--- config.mk ---
export PLATFORM = sky130hd
export DESIGN_NAME = bcd_serial_add_ctrl
export DESIGN_NICKNAME = d
export VERILOG_FILES = /design/src/rtl/bcd_serial_add_ctrl.sv
export SDC_FILE = /design/constraint.sdc
export NUM_CORES = 1
export LEC_CHECK = 0
export ABC_AREA = 1
export BUFFER_PORTS_ARGS = -buffer_cell sky130_fd_sc_hd__buf_2
export CORE_MARGIN = 2
export CORE_UTILIZATION = 40
export CTS_CLUSTER_DIAMETER = 40
export DETAILED_ROUTE_END_ITERATION = 10
export GPL_TIMING_DRIVEN = 0
export PLACE_DENSITY = 0.63
export SLEW_MARGIN = 20
export SYNTH_ARGS = -nofsm -noshare
export SYNTH_HDL_FRONTEND = slang
export SYNTH_HIERARCHICAL = 1
export SYNTH_SLANG_ARGS = --single-unit
--- constraint.sdc ---
create_clock -name clk -period 3.7 [get_ports clk]
set_input_delay 0.925 -clock clk [delete_from_list [all_inputs] [get_ports clk]]
set_output_delay 0.925 -clock clk [all_outputs]
set_load 0.05 [all_outputs]
--- src/rtl/bcd_serial_add_ctrl.sv ---
// Digit-serial packed-BCD adder: one shared single-digit BCD cell is
// stepped LSD-first, one digit per clock, with the carry held in a register.

module bcd_digit_add (
    input  logic [3:0] a,
    input  logic [3:0] b,
    input  logic       ci,
    output logic [3:0] s,
    output logic       co
);
    logic [4:0] t;
    logic [4:0] u;

    always_comb begin
        t  = {1'b0, a} + {1'b0, b} + {4'b0, ci};
        u  = t + 5'd6;
        co = (t > 5'd9);
        s  = co ? u[3:0] : t[3:0];
    end
endmodule

module bcd_serial_add_ctrl #(
    parameter int DIGITS = 4
) (
    input  logic                clk,
    input  logic                rst,
    input  logic                start,
    input  logic [4*DIGITS-1:0] op_a,
    input  logic [4*DIGITS-1:0] op_b,
    input  logic                cin,
    output logic                busy,
    output logic                done,
    output logic [4*DIGITS-1:0] sum,
    output logic                cout,
    output logic                invalid
);
    localparam int IW = (DIGITS > 1) ? $clog2(DIGITS) : 1;
    localparam logic [IW-1:0] LAST = IW'(DIGITS - 1);

    typedef enum logic [1:0] {IDLE, RUN, DONE} state_t;

    state_t              state;
    state_t              next_state;
    logic [IW-1:0]       idx;
    logic                carry_reg;
    logic [4*DIGITS-1:0] a_reg;
    logic [4*DIGITS-1:0] b_reg;
    logic [3:0]          cell_s;
    logic                cell_co;
    logic                bad_digit;

    bcd_digit_add u_cell (
        .a  (a_reg[4*idx +: 4]),
        .b  (b_reg[4*idx +: 4]),
        .ci (carry_reg),
        .s  (cell_s),
        .co (cell_co)
    );

    always_comb begin
        bad_digit = 1'b0;
        for (int i = 0; i < DIGITS; i++) begin
            if (op_a[4*i +: 4] > 4'd9 || op_b[4*i +: 4] > 4'd9)
                bad_digit = 1'b1;
        end
    end

    always_comb begin
        next_state = state;
        unique case (state)
            IDLE: if (start) next_state = RUN;
            RUN:  if (idx == LAST) next_state = DONE;
            DONE: next_state = IDLE;
            default: next_state = IDLE;
        endcase
    end

    always_ff @(posedge clk or posedge rst) begin
        if (rst) begin
            state <= IDLE;
            busy  <= 1'b0;
            done  <= 1'b0;
        end else begin
            state <= next_state;
            busy  <= (next_state == RUN);
            done  <= (next_state == DONE);
        end
    end

    always_ff @(posedge clk or posedge rst) begin
        if (rst) begin
            idx       <= '0;
            carry_reg <= 1'b0;
            a_reg     <= '0;
            b_reg     <= '0;
            sum       <= '0;
            cout      <= 1'b0;
            invalid   <= 1'b0;
        end else begin
            unique case (state)
                IDLE: if (start) begin
                    a_reg     <= op_a;
                    b_reg     <= op_b;
                    carry_reg <= cin;
                    idx       <= '0;
                    sum       <= '0;
                    cout      <= 1'b0;
                    invalid   <= bad_digit;
                end
                RUN: begin
                    sum[4*idx +: 4] <= cell_s;
                    carry_reg       <= cell_co;
                    // Last digit: expose the carry and park idx at zero.
                    if (idx == LAST) begin
                        cout <= cell_co;
                        idx  <= '0;
                    end else begin
                        idx <= idx + 1'b1;
                    end
                end
                default: ;
            endcase
        end
    end
endmodule
Yosys cells after proc, flatten, opt, wreduce, memory -nomap -nowiden
Cells that the tools add are included.

Bits in registers: 57. Output and inout bits: 20. Word-level logic and storage cells: 62.

Add/sub/neg operators: 5. Magnitude comparators: 9. Eq/ne operators: 6. Shift operators: 4. Multiplexer cells: 19. Reductions and logical operators: 9.

Operators by type and width (count): negation 4 -> 34 bit (1); variable shift 4 x 34 -> 16 bit, first input constant (1); variable part select 4 x 34 -> 16 bit (1); > comparator 4 bit, second input constant (8); case mux 16 bit (2 select lines) (1); variable part select 16 x 5 -> 4 bit (2); bitwise mux 16 bit (1); 2-to-1 mux 16 bit (1); 2-to-1 mux 2 bit (4); case mux 2 bit (2 select lines) (2); 2-to-1 mux 1 bit (7); adder 4 x 4 -> 5 bit (1); adder 5 x 1 -> 5 bit (1); > comparator 5 x 4 -> 1 bit, second input constant (1); adder 4 x 3 -> 4 bit, second input constant (1); equality test 2 x 1 -> 1 bit, second input constant (2); equality test 2 bit, second input constant (2); logical OR 1 bit (4); 2-to-1 mux 4 bit (1); inequality test 2 bit, second input constant (2); case mux 1 bit (2 select lines) (2); AND reduction 2 bit (2); AND reduction 3 bit (1); adder 2 x 1 -> 2 bit, second input constant (1); other kinds (2) (2).

Depth between registers and ports, before layout
Depth in word-level cells: 8. Mapped depth: 19.

Hierarchy
Netlist, hierarchy kept.

Modules (own cells, without submodules): bcd_serial_add_ctrl (times used 1, cells an instance 309, area each 2600.0 um^2, seq. area each 1426.4 um^2); bcd_digit_add (times used 1, cells an instance 45, area each 299.0 um^2, seq. area each 0.0 um^2).

Least setup slack after synthesis
No wires, ideal clock.

Path kind: register to register. Start: register idx[1]. End: register sum[15]. Library setup time: 82 ps. Data arrival time: 2905 ps. Path slack: 713 ps. Stages on the path, launching flop included: 18. Path buffers: 0. Path through: dfrtp_1 -> clkinv_1 -> o21ai_0 -> o22ai_1 -> fa_1 -> fa_1 -> nand2_1 -> nand2_2 -> ha_1 -> a21oi_4 -> nand2_4 -> nand2_4 -> nand2_1 -> nand2_1 -> inv_1 -> nor2_1 -> nand2_1 -> o22ai_1.

Longest elaborated chain between the ends: 8. Elaborated cells on any way between the ends: 12.

RTL lines: start, declared (line 44) `logic [IW-1:0] idx;`; start signal, assigned (line 118) `idx <= idx + 1'b1;`; variable part select 16 x 5 -> 4 bit, on equally long branches (line 53, 54); adder 4 x 4 -> 5 bit (*) (line 15) `t = {1'b0, a} + {1'b0, b} + {4'b0, ci};`; adder 5 x 1 -> 5 bit (*) (line 15); > comparator 5 x 4 -> 1 bit (*) (line 17) `co = (t > 5'd9);`; named net cell_co (line 49) `logic cell_co;`; 2-to-1 mux 4 bit (*) (line 18) `s = co ? u[3:0] : t[3:0];`; named net cell_s[3] (line 48) `logic [3:0] cell_s;`; variable part select 4 x 34 -> 16 bit (*) (line 111) `sum[4*idx +: 4] <= cell_s;`; bitwise mux 16 bit (*) (line 111); case mux 16 bit (2 select lines) (*) (line 100) `unique case (state)`; end signal, assigned by index (line 111); end, declared (line 33) `output logic [4*DIGITS-1:0] sum,`.

Mark *: on every way through the listed nets, which the timed path passes. The rest lies on a longest branch. A chain may end at the register's enable or synchronous reset.

Final worst setup path
Start: register idx[1]. End: register sum[7].

Same word-level chain as after synthesis.

==> flow_summary.yaml <==
clock_network:
  cts_num_sinks: 57
  clock-root-buffer: "clkbuf_8"
  hold_buffers: 0
  clk_pin_slew_ps: 70
  clk_latency_ps: 340
  cts_max_level: 3
  cts_made_buffers: 9
  clk_path_buf_depth: 2
  tritoncts: "yes"
sta:
  fin_skew_ps: 7.26
  fin_crit_ps: 3440
  fin_crit_sh_pct: 93.0
  slew_headroom_pct: 54.0
  hold_viol_final: 0
  rsz0062_at_grt: "no"
  final_max_slew_viol_count: 0
  tns_ps: 0
  fmaxAchievable_mhz: 291
  setup_viol: 0
  worstMarginPinSlew_ps: 691
critical_path:
  crit_path_start: "idx[1]$_DFFE_PP0P_"
  cp.arrival_ps: 3680
  path_depth: 17
  endpoint_kind: "flip-flop"
  reg2reg_from: "idx[1]$_DFFE_PP0P_"
  r2r_cells: 17
  max_stage_delay_ps: 580
  reg2reg_slack_ps: 260
  worstSetupEndpoint: "sum[7]$_DFFE_PP0P_"
  slowest_stage: "dfrtp_1"
  rr_endpoint: "sum[7]$_DFFE_PP0P_"
  startpoint_type: "flip-flop"
  worst_ep_required_time_ps: 3940
  worstSetupPathType: "reg2reg"
  worst-path-max-fanout: 11
  path_buf_inv: 2
  path_cells: "clkinvlp_4, o21ai_0, o22ai_1, fa_1, fa_1, nand2_1, nand2_2, ha_1, a21oi_4, nand2_4, nand2_4, nand2_1, nand2_1, inv_1, nor2_1, nand2_1, o21ai_0"
  path_delay_family: "adder cells"
  critPathMostFrequentCell: "nand2_1"
synthesis:
  synthArstFlopShare_pct: 100
  synthesis.nets: 401
  synth.most_common_cell: "nand2_1"
  synth_area_leaders: "dfrtp_1 (49%), nand2_1 (17%), o21ai_0 (6.0%)"
  ys_seq_elements: 57
  synth_top_cells_by_count: "nand2_1 (131), dfrtp_1 (57), o21ai_0 (35)"
  yosysTopAreaCell: "dfrtp_1"
  ys_warn_count: 6
  synth.top_cell.area_share_pct: 49.2
  synth-edff-count: 0
  syn_avg_cell_area_um2: 8.19
  synth.cell_area_um2: 2900
  ys.flop_type: "dfrtp_1"
  yosysSeqAreaShare_pct: 49.2
  post_synth_num_cell_types: 29
  syn_inst: 354
drt:
  wl_um: 6690
  viasPerCell: 4.71
  routed.top_layer: "met4"
  routed-via-count: 2484
  first_iter_violations: 90
  wl_met1_um: 3020
  drc: 0
  wire_per_inst_um: 12.7
  ant_nets: 0
  met2WireLength_um: 3210
  dr.pass1.iters: 4
  met3_length_um: 365
final_layout:
  fin_cells: 527
  layout.nets: 470
  layout-drive-gt1-share_pct: 24.3
  fin_area_um2: 3510
  area_delta_synth_final_pct: 21.0
  antenna_cells: 0
  finish.utilization_pct: 49.2
run:
  drv_cap: 0
global_routing:
  grt_pass1_wl_um: 11300
  grt_max_degree: 58
  grt-ovfl-total: 0
  antenna_found_initial: 0
  grt_pass1_vias: 2413
  grt_use_total_pct: 18.9
floorplanning:
  die-area_um2: 7940
  fp.dieW_um: 89.1
  die_h_um: 89.1
  io_pins: 56
  num_rows: 31
  initial_utilization_pct: 40.6
  core-area_um2: 7140
placement:
  portBuffers: 55
  placed_area_um2: 3300
  place_inst: 508
  gp_congestion: 0.831
  dp_hpwl_um: 4960
status:
  outcome: "complete, no violations"
worst_hold_path:
  min_path_type: "reg2reg"
==> cells in the final DEF (no fill, tap or decap), drive strengths merged <==
cell / netlist / final
buf: 9 / 67
nand2: 137 / 137
o22ai: 13 / 13
dfrtp: 57 / 57
inv: 29 / 29
clkbuf: 1 / 12
a21oi: 4 / 4
clkinv: 2 / 4
nor2: 29 / 29
fa: 2 / 2
nand3: 12 / 12
ha: 9 / 9
o21ai: 47 / 47
clkinvlp: 0 / 3
nand4: 2 / 2
a31oi: 1 / 1
==> logic make-up (layout without fill, tap and decap cells) <==
family / after synthesis / count (layout) / synth area share, %
compound gates: 65 / 65 / 12.9
fa+ha+maj: 11 / 11 / 5.27
buf+inv: 41 / 115 / 6.78
flops: 57 / 57 / 49.2
simple gates: 180 / 180 / 25.9
==> cell type report <==
cell class / count / area, um2
fill: 760 / 3630
sequential: 57 / 1430
multi-input combinational: 256 / 1280
timing repair buffer: 58 / 298
clock buffer: 11 / 151
inverter: 31 / 125
tap: 99 / 124
buffer: 10 / 77.6
clock inverter: 5 / 30.0
==> per-stage QoR <==
step / hold WS, ps / setup slack, ps
final: 478 / 260
after global routing: 512 / 12.2
after CTS: 479 / 71.5
after detailed placement: 460 / 86.0
after global placement: 459 / 177
after floorplan: 444 / 713
==> repair_timing <==
action / 4_1_cts / 5_1_grt
setup endpoints to repair: 0 / 9
endpoints found under the hold margin: 0 / 0
buffers inserted: 0 / 3
gates resized for setup: 0 / 1
==> worst register-to-register path: cells and delay by family (launching register included) <==
family / cells / cell delay (ps)
fa+ha+maj: 3 / 1150
simple gates: 8 / 710
compound gates: 4 / 630
buf+inv: 2 / 290
flops: 1 / 580
==> routing by layer <==
metal | up-vias | global-route usage (%)
met5 | - | 0
met4 | 0 | 9.50
met3 | 8 | 3.51
met2 | 64 | 30.0
met1 | 1137 | 24.7
li1 | 1275 | -
==> worst min-delay path by stage <==
stage                               start                    end  cells after the start
floorplan           b_reg[10]$_DFFE_PP0P_  b_reg[10]$_DFFE_PP0P_                      2
CTS                  b_reg[4]$_DFFE_PP0P_   b_reg[4]$_DFFE_PP0P_                      2
global route        a_reg[12]$_DFFE_PP0P_  a_reg[12]$_DFFE_PP0P_                      2
global placement    a_reg[10]$_DFFE_PP0P_  a_reg[10]$_DFFE_PP0P_                      2
detailed placement   b_reg[4]$_DFFE_PP0P_   b_reg[4]$_DFFE_PP0P_                      2
finish               b_reg[4]$_DFFE_PP0P_   b_reg[4]$_DFFE_PP0P_                      2
Power is left out: the tool's default activity adds up to more than one toggle a clock period on the data nets, which glitch-free logic cannot reach.
